**src/rtl/fetch_stage.sv**
```systemverilog
`default_nettype none
// ============================================================================
// Module   : fetch_stage
// Purpose  : Instruction fetch with one outstanding imem read, a small
//            {pc, insn} FIFO toward decode, redirect flush and halt detect.
// Revision : 1.0  initial release
// ============================================================================
module fetch_stage #(
    parameter logic [31:0] RESET_PC  = 32'h00000000,
    parameter int          DEPTH     = 2,
    parameter logic [31:0] HALT_INSN = 32'h00002013
) (
    input  logic        clk,
    input  logic        reset,
    output logic        imem_req,
    output logic [31:0] imem_addr,
    input  logic        imem_ack,
    input  logic [31:0] imem_rdata,
    output logic        de_valid,
    output logic [31:0] de_insn,
    output logic [31:0] de_pc,
    input  logic        de_ready,
    input  logic        ex_redirect,
    input  logic [31:0] ex_target,
    output logic        halted
);

    localparam int c_PTR_W = (DEPTH > 1) ? $clog2(DEPTH) : 1;
    localparam int c_CNT_W = $clog2(DEPTH + 1);
    localparam logic [c_PTR_W-1:0] c_LAST  = c_PTR_W'(DEPTH - 1);
    localparam logic [c_CNT_W-1:0] c_DEPTH = c_CNT_W'(DEPTH);

    typedef enum logic [1:0] {
        S_IDLE  = 2'd0,
        S_WAIT  = 2'd1,
        S_DRAIN = 2'd2,
        S_HALT  = 2'd3
    } state_t;

    state_t              r_state, w_state_n;
    logic                r_req, w_req_n;
    logic [31:0]         r_addr, w_addr_n;
    logic [31:0]         r_fetch_pc, w_fetch_pc_n;
    logic [31:0]         r_fifo_pc   [0:DEPTH-1];
    logic [31:0]         r_fifo_insn [0:DEPTH-1];
    logic [c_PTR_W-1:0]  r_wptr, r_rptr;
    logic [c_CNT_W-1:0]  r_count, w_count_next;
    logic                r_halted;

    logic                w_enq, w_deq, w_space, w_flush;
    logic [31:0]         w_target, w_addr_inc;

    function automatic logic [c_PTR_W-1:0] f_inc(input logic [c_PTR_W-1:0] p);
        f_inc = (p == c_LAST) ? '0 : p + 1'b1;
    endfunction

    assign w_target     = ex_target & 32'hFFFF_FFFC;
    assign w_addr_inc   = r_addr + 32'd4;
    // A redirect wins over everything: the returning word and the dequeue are both dropped.
    assign w_enq        = (r_state == S_WAIT) & imem_ack & ~ex_redirect;
    assign w_deq        = (r_count != '0) & de_ready & ~ex_redirect;
    assign w_count_next = r_count + c_CNT_W'(w_enq) - c_CNT_W'(w_deq);
    assign w_space      = (w_count_next < c_DEPTH);
    assign w_flush      = ex_redirect;

    always_comb begin
        w_state_n    = r_state;
        w_req_n      = r_req;
        w_addr_n     = r_addr;
        w_fetch_pc_n = r_fetch_pc;
        if (ex_redirect) begin
            w_fetch_pc_n = w_target;
            case (r_state)
                S_WAIT, S_DRAIN: begin
                    if (imem_ack) begin
                        w_req_n   = 1'b1;
                        w_addr_n  = w_target;
                        w_state_n = S_WAIT;
                    end else begin
                        w_state_n = S_DRAIN;
                    end
                end
                default: begin
                    w_req_n   = 1'b1;
                    w_addr_n  = w_target;
                    w_state_n = S_WAIT;
                end
            endcase
        end else begin
            case (r_state)
                S_IDLE: begin
                    if (w_space) begin
                        w_req_n   = 1'b1;
                        w_addr_n  = r_fetch_pc;
                        w_state_n = S_WAIT;
                    end
                end
                S_WAIT: begin
                    if (imem_ack) begin
                        w_fetch_pc_n = w_addr_inc;
                        if (imem_rdata == HALT_INSN) begin
                            w_req_n   = 1'b0;
                            w_state_n = S_HALT;
                        end else if (w_space) begin
                            w_req_n   = 1'b1;
                            w_addr_n  = w_addr_inc;
                        end else begin
                            w_req_n   = 1'b0;
                            w_state_n = S_IDLE;
                        end
                    end
                end
                S_DRAIN: begin
                    // Stale response: drop it and chase the redirect target.
                    if (imem_ack) begin
                        w_req_n   = 1'b1;
                        w_addr_n  = r_fetch_pc;
                        w_state_n = S_WAIT;
                    end
                end
                default: begin
                    w_req_n = 1'b0;
                end
            endcase
        end
    end

    always_ff @(posedge clk or posedge reset) begin
        if (reset) begin
            r_state    <= S_IDLE;
            r_req      <= 1'b0;
            r_addr     <= RESET_PC;
            r_fetch_pc <= RESET_PC;
        end else begin
            r_state    <= w_state_n;
            r_req      <= w_req_n;
            r_addr     <= w_addr_n;
            r_fetch_pc <= w_fetch_pc_n;
        end
    end

    always_ff @(posedge clk or posedge reset) begin
        if (reset) begin
            for (int i = 0; i < DEPTH; i++) begin
                r_fifo_pc[i]   <= '0;
                r_fifo_insn[i] <= '0;
            end
            r_wptr  <= '0;
            r_rptr  <= '0;
            r_count <= '0;
        end else if (w_flush) begin
            r_wptr  <= '0;
            r_rptr  <= '0;
            r_count <= '0;
        end else begin
            if (w_enq) begin
                r_fifo_pc[r_wptr]   <= r_addr;
                r_fifo_insn[r_wptr] <= imem_rdata;
                r_wptr              <= f_inc(r_wptr);
            end
            if (w_deq) begin
                r_rptr <= f_inc(r_rptr);
            end
            r_count <= w_count_next;
        end
    end

    always_ff @(posedge clk or posedge reset) begin
        if (reset) begin
            r_halted <= 1'b0;
        end else if (w_flush) begin
            r_halted <= 1'b0;
        end else if (w_deq && (r_fifo_insn[r_rptr] == HALT_INSN)) begin
            r_halted <= 1'b1;
        end
    end

    assign imem_req  = r_req;
    assign imem_addr = r_addr;
    assign de_valid  = (r_count != '0);
    assign de_insn   = r_fifo_insn[r_rptr];
    assign de_pc     = r_fifo_pc[r_rptr];
    assign halted    = r_halted;

endmodule
`default_nettype wire

```
**config.mk**
```make
export PLATFORM = sky130hd
export DESIGN_NAME = fetch_stage
export DESIGN_NICKNAME = d
export VERILOG_FILES = /design/src/rtl/fetch_stage.sv
export SDC_FILE = /design/constraint.sdc
export NUM_CORES = 1
export LEC_CHECK = 0
export BUFFER_PORTS_ARGS = -buffer_cell sky130_fd_sc_hd__buf_2
export CAP_MARGIN = 20
export CORE_MARGIN = 10
export CORE_UTILIZATION = 45
export DETAILED_ROUTE_END_ITERATION = 6
export HOLD_SLACK_MARGIN = 0.1
export MAX_ROUTING_LAYER = met4
export PLACE_DENSITY = 0.63
export SLEW_MARGIN = 20
export SYNTH_ARGS = -nofsm -noshare
export SYNTH_HDL_FRONTEND = slang
export SYNTH_SLANG_ARGS = --single-unit
```
**constraint.sdc**
```tcl
create_clock -name clk -period 12.62 [get_ports clk]
set_clock_uncertainty 0.1 [all_clocks]
set_input_delay 1.262 -clock clk [delete_from_list [all_inputs] [get_ports clk]]
set_output_delay 1.262 -clock clk [all_outputs]
set_load 0.05 [all_outputs]
```
==> out/metrics.cfg, run 1 <==
[cts]
clk_path_buf_depth = 2
postCtsHoldBufs = 0
numCtsBuffers = 17
cts-root-buf = clkbuf_16
path_clk_slew_ns = 0.08
cts_resized = 0
htree_levels = 4
post_cts_buffers = 0
clk_latency_ns = 0.44
tritoncts = done
cts.sinks = 200

[cells_and_area]
utilization = 0.529
instances_no_fill = 1355
drive_above_1_share = 0.388
area_growth_pct = 16.1
layout_common_cells = dfrtp_1, mux2_2, buf_2
final_common_cell = dfrtp_1
fin_nets = 1132

[routing]
drt_wl_total_um = 28200
wire_per_inst_um = 20.8
post_drt_via_cell_ratio = 5.87
ant_nets = 0
drtIter0Drc = 573
drc = 0
via_count = 7951
drtPass1Iterations = 5

[global_route]
grt-ovfl-total = 0
track_usage = 0.198
grt_max_degree = 122
antenna_found_initial = 1
grt_pass1_vias = 7903
grt_pass1_wl_um = 44400

[synthesis]
syn-cell-area_um2 = 10300
synth_edf_count = 0
synth_seq_area_share = 0.487
synth_cells = 925
synth_warnings = 0
synth_cell_type_count = 68
synth-main-ff-cell = dfrtp_1
async_flop_share = 1.00
synth_area_per_cell_um2 = 11.1
synthesis.nets = 1001
ys_ff_latch = 200

[sta]
slew_headroom = 0.338
fin_ws_ns = 7.84
min_period_ns = 4.78
tightest_slew_ns = 0.986
worst_hold_slack_ns = 0.385
period_share = 0.379
finalSetupViolCount = 0
maxSlewViolCount = 0
rsz0062_at_grt = false
tns_ns = 0
hold_violations = 0
fmax_ghz = 0.209

[setup_path]
path_buf_inv = 3
worstSetupPathType = in2reg
critPathTopFamily = simple AND/OR/NAND/NOR gates
path_max_fanout = 23
slowest_delay_ns = 0.58
reg2reg_slack_ns = 7.99
worstPathRequired_ns = 12.84
end_kind = register
slowest_stage = nand2_1
worstSetupStartpointType = primary input
arrival_ns = 5.00
cp_cell_sequence = buf_2 > nor2b_1 > nand2_1 > ha_1 > inv_1 > ha_1 > xor3_1 > o211ai_1 > nand2_1 > nor2_1 > buf_4 > mux2_2

[place]
placed_cells = 1322
gp_congestion = 0.824
port_buffers = 165
dp_hpwl_um = 18900
pre_cts_slack_ns = 7.41

[die]
core_um2 = 22600
dieWidth_um = 171
die_h_um = 171
num_rows = 55
dieArea_um2 = 29300
ios = 168
initial_core_util = 0.455

[min_path]
holdCritPathClass = reg2reg

[flow_run]
max_cap_violations = 0

[pwr]
p_per_area_nw_per_um2 = 274
leakage_uw = 0.00545
peakVddDrop_mv = 0.145

[status]
status = completed

==> where the power goes <==
part	leakage [uW]	switching, uW	internal (uW)
clock network	0.000298	276	286
registers	0.00253	220	884
logic	0.00262	1060	539
==> per-layer routing <==
layer,vias up,share of wire,track usage
li1,3675,-,-
met5,-,0,-
met1,4038,0.46,0.260
met4,0,0.0099,0.0423
met3,16,0.050,0.0378
met2,222,0.48,0.312
==> synthesized netlist by cell type (16+ instances only) <==
master / instances / area [um2]
and3_1: 16 / 100
a22oi_1: 20 / 150
mux2_2: 185 / 2080
nand3_1: 21 / 105
nand4_1: 16 / 100
a21oi_1: 30 / 150
o21ai_0: 65 / 325
dfrtp_1: 200 / 5000
clkbuf_1: 46 / 173
nand2_1: 62 / 233
nor2_1: 36 / 135
==> path summary, 6_finish.rpt <==
kind | startpoint | end | cells after the start
max | ex_redirect | imem_addr[12] | 12
min | r_fifo_pc[24] | r_fifo_pc[24] | 2
max reg2reg | r_state[1] | imem_addr[12] | 14
min reg2reg | r_fifo_pc[24] | r_fifo_pc[24] | 2
max in group asynchronous | reset | r_fifo_pc[37] | 3
min in group asynchronous | reset | r_fifo_pc[50] | 2
==> worst min-delay path, stage by stage (launching register included) <==
cell and delay, ns:
dfrtp_1 0.35, nand2_1 0.04, o21ai_0 0.06
==> per-stage QoR <==
stage	total power, uW	area [um2]
after detailed placement	2720	11300
final	3270	11900
after floorplan	2320	10300
after CTS	3290	11900
after global placement	2700	11300
after global routing	3450	11900
==> kinds of logic after synthesis <==
family          Yosys count  share of synthesized area
flops                   200                      0.487
xor+xnor                 25                     0.0228
fa+ha+maj                 7                    0.00852
buf+inv                  83                     0.0332
compound gates          194                      0.124
simple gates            226                      0.117
mux                     190                      0.208
==> registers in the layout (all words and copies together) (netlist names) <==
name and cells:
r_fetch_pc 32, r_rptr 1, r_fifo_pc 64, r_count 2
imem_addr 32, imem_req 1, halted 1, r_fifo_insn 64
r_state 2, r_wptr 1
==> layout make-up <==
cell class                 instances  area (um2)
timing repair buffer             181         950
inverter                          14        60.1
clock buffer                      17         425
fill                            2011       10600
sequential                       200        5010
tap                              285         357
clock inverter                    15         180
multi-input combinational        642        4950
antenna                            1        2.50
No activity file was read; power rests on OpenSTA's default activity.
==> run 2, diff against run 1 <==
--- a/config.mk
+++ b/config.mk
@@ -12,7 +12,7 @@
 export DETAILED_ROUTE_END_ITERATION = 6
 export HOLD_SLACK_MARGIN = 0.1
 export MAX_ROUTING_LAYER = met4
-export PLACE_DENSITY = 0.63
+export PLACE_DENSITY = 0.65
 export SLEW_MARGIN = 20
 export SYNTH_ARGS = -nofsm -noshare
 export SYNTH_HDL_FRONTEND = slang
==> constraint.sdc (replaced) <==
create_clock -name clk -period 4.2 [get_ports clk]
set_clock_uncertainty 0.1 [all_clocks]
set_input_delay 0.42 -clock clk [delete_from_list [all_inputs] [get_ports clk]]
set_output_delay 0.42 -clock clk [all_outputs]
set_load 0.05 [all_outputs]
==> run 2 against run 1 <==
Routed wire length increased by 0.85%. Setup slack got worse by 7.1 ns. Die area unchanged. Count of clock-buffer cells in the layout is the same. First-iteration DRC count is 15% higher. Global-route usage about the same. Critical path type is now reg2reg. Critical endpoint is now imem_addr[22]. Critical path depth increased by 1. Register-to-register slack got worse by 7.3 ns.
==> out/metrics.cfg, run 2 (synthesis gave the netlist of run 1 again) <==
[sta]
slew_headroom = 0.349
hold_violations = 0
fmax_ghz = 0.285
min_period_ns = 3.51
tns_ns = 0
period_share = 0.836
rsz0062_at_grt = false
tightest_slew_ns = 0.977
maxSlewViolCount = 0
fin_ws_ns = 0.687
finalSetupViolCount = 0

[die]
dieArea_um2 = 29300
core_um2 = 22600
die_h_um = 171
initial_core_util = 0.455
dieWidth_um = 171
ios = 168
num_rows = 55

[setup_path]
arrival_ns = 3.74
worstSetupPathType = reg2reg
rr_endpoint = imem_addr[22]
reg2regPathDepth = 13
reg2reg_slack_ns = 0.69
cp_cell_sequence = inv_1 > ha_1 > nor2b_1 > nand2_1 > ha_1 > inv_1 > ha_1 > xor3_1 > o211ai_1 > nand2_1 > nor2_1 > buf_4 > o221a_2
timing.rr.start = r_state[1]
cp_common_cell = ha_1
path_max_fanout = 21
worstSetupStartpointType = register
slowest_delay_ns = 0.64
critPathLaunch = r_state[1]
slowest_stage = nand2_1
end_kind = register
worstPathRequired_ns = 4.43
crit_end = imem_addr[22]

[place]
port_buffers = 165
dpl_cell_area_um2 = 11400
gp_congestion = 0.848
dp_hpwl_um = 19500
pre_cts_slack_ns = 0.695

[pwr]
p_per_area_nw_per_um2 = 817
leakage_uw = 0.00551
p_seq_frac = 0.340
p_int_uw = 5120
peakVddDrop_mv = 0.389
combPwrFrac = 0.488
switching_share = 0.481
pwr-share-clk = 0.172
p_switching_uw = 4740

[flow_run]
max_cap_violations = 0

[cells_and_area]
fin_nets = 1144
final_area_um2 = 12100
layout_common_cells = dfrtp_1, mux2_2, buf_2
reg.largest.list = r_fifo_insn (64), r_fifo_pc (64)
final_common_cell = dfrtp_1
area_growth_pct = 17.4
drive_above_1_share = 0.391

[cts]
cts.sinks = 200
cts_resized = 0
clk_path_buf_depth = 2
clk_latency_ns = 0.45
htree_levels = 4
tritoncts = done
numCtsBuffers = 17
cts-root-buf = clkbuf_16
path_clk_slew_ns = 0.08

[status]
status = completed

[routing]
ant_nets = 0
drtPass1Iterations = 5
drc = 0
wire_per_inst_um = 20.8
drtIter0Drc = 660
via_count = 7977
drt_wl_total_um = 28400
post_drt_via_cell_ratio = 5.84

[global_route]
antenna_found_initial = 1
grt-ovfl-total = 0
track_usage = 0.198
grt_pass1_vias = 8050
grt_max_degree = 114
grt_pass1_wl_um = 44700

[min_path]
holdCritPathClass = in2reg

## run 2: cell types whose count changed in the layout (fill, tap and decap cells not counted), moves of 2 or more
cell	change
inv_8	-3
clkinv_4	-4
clkinv_8	+4
buf_12	+2
dlygate4sd3_1	+4
buf_4	+7
inv_6	+2
## run 2: metrics by stage
stage | hold WS [ns] | cells | total power [uW] | util
after floorplan | 0.344 | 925 | 6990 | -
after global placement | 0.324 | 1330 | 8130 | 0.505
after detailed placement | 0.328 | 1330 | 8220 | 0.505
after CTS | 0.101 | 1366 | 9940 | 0.534
after global routing | 0.114 | 1367 | 10400 | 0.534
final | 0.111 | 1367 | 9860 | 0.534
## run 2: layout make-up
cell class | count | area (um2)
Timing Repair Buffer | 193 | 1070
Antenna cell | 1 | 2.50
Sequential cell | 200 | 5010
Clock buffer | 17 | 425
Tap cell | 285 | 357
Multi-Input combinational cell | 642 | 4950
Clock inverter | 15 | 191
Inverter | 14 | 56.3
Fill cell | 2031 | 10500
## run 2: worst min-delay path by stage
| stage | start | to | slack (ns) | depth (start not counted) |
|---|---|---|---|---|
| 2_1_floorplan | r_fifo_pc[13] | r_fifo_pc[13] | 0.34 | 2 |
| 3_3_place_gp | reset | r_fifo_pc[28] | 0.32 | 2 |
| 3_5_place_dp | reset | r_fifo_pc[28] | 0.33 | 2 |
| 4_1_cts | ex_redirect | r_rptr | 0.10 | 2 |
| 5_1_grt | ex_target[13] | r_fetch_pc[13] | 0.11 | 3 |
| 6_report | ex_target[31] | r_fetch_pc[31] | 0.11 | 3 |
## run 2: timing repair
action	in CTS	in global routing
buffers inserted	0	0
setup endpoints to repair	0	0
hold buffers	4	0
endpoints found under the hold margin	16	0
## run 2: metal layers
metal | part of all wire | GRT usage | wire, um
met5 | 0 | - | 0
met4 | 0.010 | 0.0465 | 292
met3 | 0.051 | 0.0415 | 1450
met2 | 0.48 | 0.308 | 13600
met1 | 0.46 | 0.261 | 13100
## run 2: power groups by stage
| stage | clock (uW) | combinational, uW | sequential (uW) |
|---|---|---|---|
| 2_1_floorplan | 0 | 3500 | 3490 |
| 3_3_place_gp | 0 | 4770 | 3350 |
| 3_5_place_dp | 0 | 4830 | 3390 |
| 4_1_cts | 1730 | 4860 | 3350 |
| 5_1_grt | 1820 | 5130 | 3460 |
| 6_report | 1690 | 4810 | 3360 |
## run 2: worst max-delay path: cells and delay by family, from the launching register on
| family | cells | cell delay, ns |
|---|---|---|
| adder cells (fa/ha/maj) | 3 | 0.61 |
| AO/OA/AOI/OAI | 2 | 0.46 |
| AND/OR/NAND/NOR | 4 | 1.07 |
| buffers and inverters | 3 | 0.39 |
| flip-flops | 1 | 0.40 |
| XOR/XNOR | 1 | 0.36 |
==> run 3, diff against run 2 <==
--- a/config.mk
+++ b/config.mk
@@ -12,7 +12,7 @@
 export DETAILED_ROUTE_END_ITERATION = 6
 export HOLD_SLACK_MARGIN = 0.1
 export MAX_ROUTING_LAYER = met4
-export PLACE_DENSITY = 0.65
+export PLACE_DENSITY = 0.63
 export SLEW_MARGIN = 20
 export SYNTH_ARGS = -nofsm -noshare
 export SYNTH_HDL_FRONTEND = slang
==> constraint.sdc (replaced) <==
create_clock -name clk -period 3.29 [get_ports clk]
set_clock_uncertainty 0.1 [all_clocks]
set_input_delay 0.329 -clock clk [delete_from_list [all_inputs] [get_ports clk]]
set_output_delay 0.329 -clock clk [all_outputs]
set_load 0.05 [all_outputs]
==> run 3 against run 2 <==
Die area is the same. Fmax grew 18%. Combinational power grew 33%. Via count grew 4.1%. Sequential share of layout area shrank 2.4 points. Highest routed layer unchanged.
==> out/metrics.cfg, run 3 (synthesis gave the netlist of run 1 again) <==
[status]
status = completed

[setup_path]
slowest_delay_ns = 0.41
end_kind = register
cp_common_cell = ha_1
slowest_stage = dfrtp_1
path_max_fanout = 7
arrival_ns = 3.21
worstSetupPathType = reg2reg
worstPathRequired_ns = 3.52
worstSetupStartpointType = register
cp_cell_sequence = inv_1 > ha_1 > nor2b_1 > nand2_1 > ha_1 > inv_1 > ha_1 > xor3_1 > buf_4 > o211a_1 > a211oi_1 > buf_4 > nand3_1 > a32o_1

[die]
dieWidth_um = 171
dieArea_um2 = 29300
initial_core_util = 0.455
core_um2 = 22600
ios = 168
die_h_um = 171
num_rows = 55

[global_route]
grt-ovfl-total = 0
met2_usage = 0.325
grt.busiest_layer = met2
grt_pass1_vias = 8486
antenna_found_initial = 1
track_usage = 0.208
grt_pass1_wl_um = 47100
grt_max_degree = 77
met3_usage = 0.0431
met1_usage = 0.271

[cts]
cts.sinks = 200
htree_levels = 4
path_clk_slew_ns = 0.08
clk_latency_ns = 0.45
cts-root-buf = clkbuf_16
tritoncts = done
post_cts_buffers = 0
numCtsBuffers = 17
clk_path_buf_depth = 2

[cells_and_area]
layout_common_cells = dfrtp_1, mux2_2, buf_2
fin_nets = 1216
drive_above_1_share = 0.379
instances_no_fill = 1439
final_common_cell = dfrtp_1
utilization = 0.567
area_growth_pct = 24.6
reg.largest.list = r_fifo_insn (64), r_fifo_pc (64)

[routing]
post_drt_via_cell_ratio = 5.77
drtPass1Iterations = 5
via_count = 8305
drt_wl_total_um = 29600
drc = 0
wire_per_inst_um = 20.5
ant_nets = 0
drtIter0Drc = 678

[pwr]
p_per_area_nw_per_um2 = 1000
peakVddDrop_mv = 0.838
finalPower_uw = 12800
leakage_uw = 0.00584

[flow_run]
max_cap_violations = 0

[place]
gp_congestion = 0.868
pre_cts_slack_ns = 0.203
placed_cells = 1343
port_buffers = 165
dp_hpwl_um = 19900

[sta]
period_share = 0.904
hold_violations = 0
maxSlewViolCount = 0
slew_headroom = 0.473
rsz0062_at_grt = false
fmax_ghz = 0.336
tns_ns = 0
min_period_ns = 2.97
finalSetupViolCount = 0
fin_ws_ns = 0.315
tightest_slew_ns = 0.788

[min_path]
holdCritPathClass = in2reg

==> run 3: cell count changes in the layout (fill, tap and decap cells not counted), sizes merged <==
| cell | change |
|---|---|
| dlygate4sd3 | +59 |
| buf | +13 |
| clkinv | -1 |
| inv | +1 |
==> run 3: worst paths after layout <==
| kind | from | end | slack, ns | cells after the start |
|---|---|---|---|---|
| setup / recovery | r_state[1] | imem_addr[25] | 0.32 | 14 |
| hold / removal | de_ready | r_rptr | 0.19 | 4 |
| setup reg to reg | r_state[1] | imem_addr[25] | 0.32 | 14 |
| hold reg to reg | r_fifo_pc[31] | r_fifo_pc[31] | 0.39 | 2 |
| max in group asynchronous | reset | imem_addr[19] | 1.88 | 4 |
| min in group asynchronous | reset | r_fifo_pc[62] | 0.37 | 3 |
==> run 3: metrics by stage <==
step | area (um2) | hold WS [ns]
finish | 12800 | 0.195
global route | 12800 | 0.225
CTS | 12800 | 0.173
detailed placement | 11500 | 0.299
global placement | 11500 | 0.292
floorplan | 10300 | 0.344
==> run 3: metal layers <==
metal  up-vias  wire, um
met5         -         0
met4         0       443
met3        30      1830
met2       293     13900
met1      4133     13400
li1       3849         -
==> run 3: critical path, delay by kind of cell (launching register included) <==
family	cells	cell delay [ns]
simple gates	3	0.35
compound gates	3	0.66
fa+ha+maj	3	0.59
xor+xnor	1	0.24
buf+inv	4	0.54
flops	1	0.41
==> run 3: timing repair <==
| action | CTS | global route |
|---|---|---|
| resized for setup | 0 | 1 |
| hold buffers | 63 | 0 |
| endpoints found under the setup margin | 0 | 5 |
| endpoints found under the hold margin | 113 | 0 |
==> run 3: power breakdown <==
group | leakage (uW) | total (uW) | switching [uW] | internal (uW)
clock | 0.000309 | 2260 | 1180 | 1080
sequential | 0.00253 | 4170 | 778 | 3390
combinational | 0.00300 | 6410 | 4190 | 2220
==> run 3: final cells by class <==
class                      instances  area [um2]
clock buffer                      17         425
tap                              285         357
timing repair buffer             265        1780
inverter                          14        56.3
antenna                            1        2.50
sequential                       200        5010
fill                            1950        9770
multi-input combinational        642        4950
clock inverter                    15         219
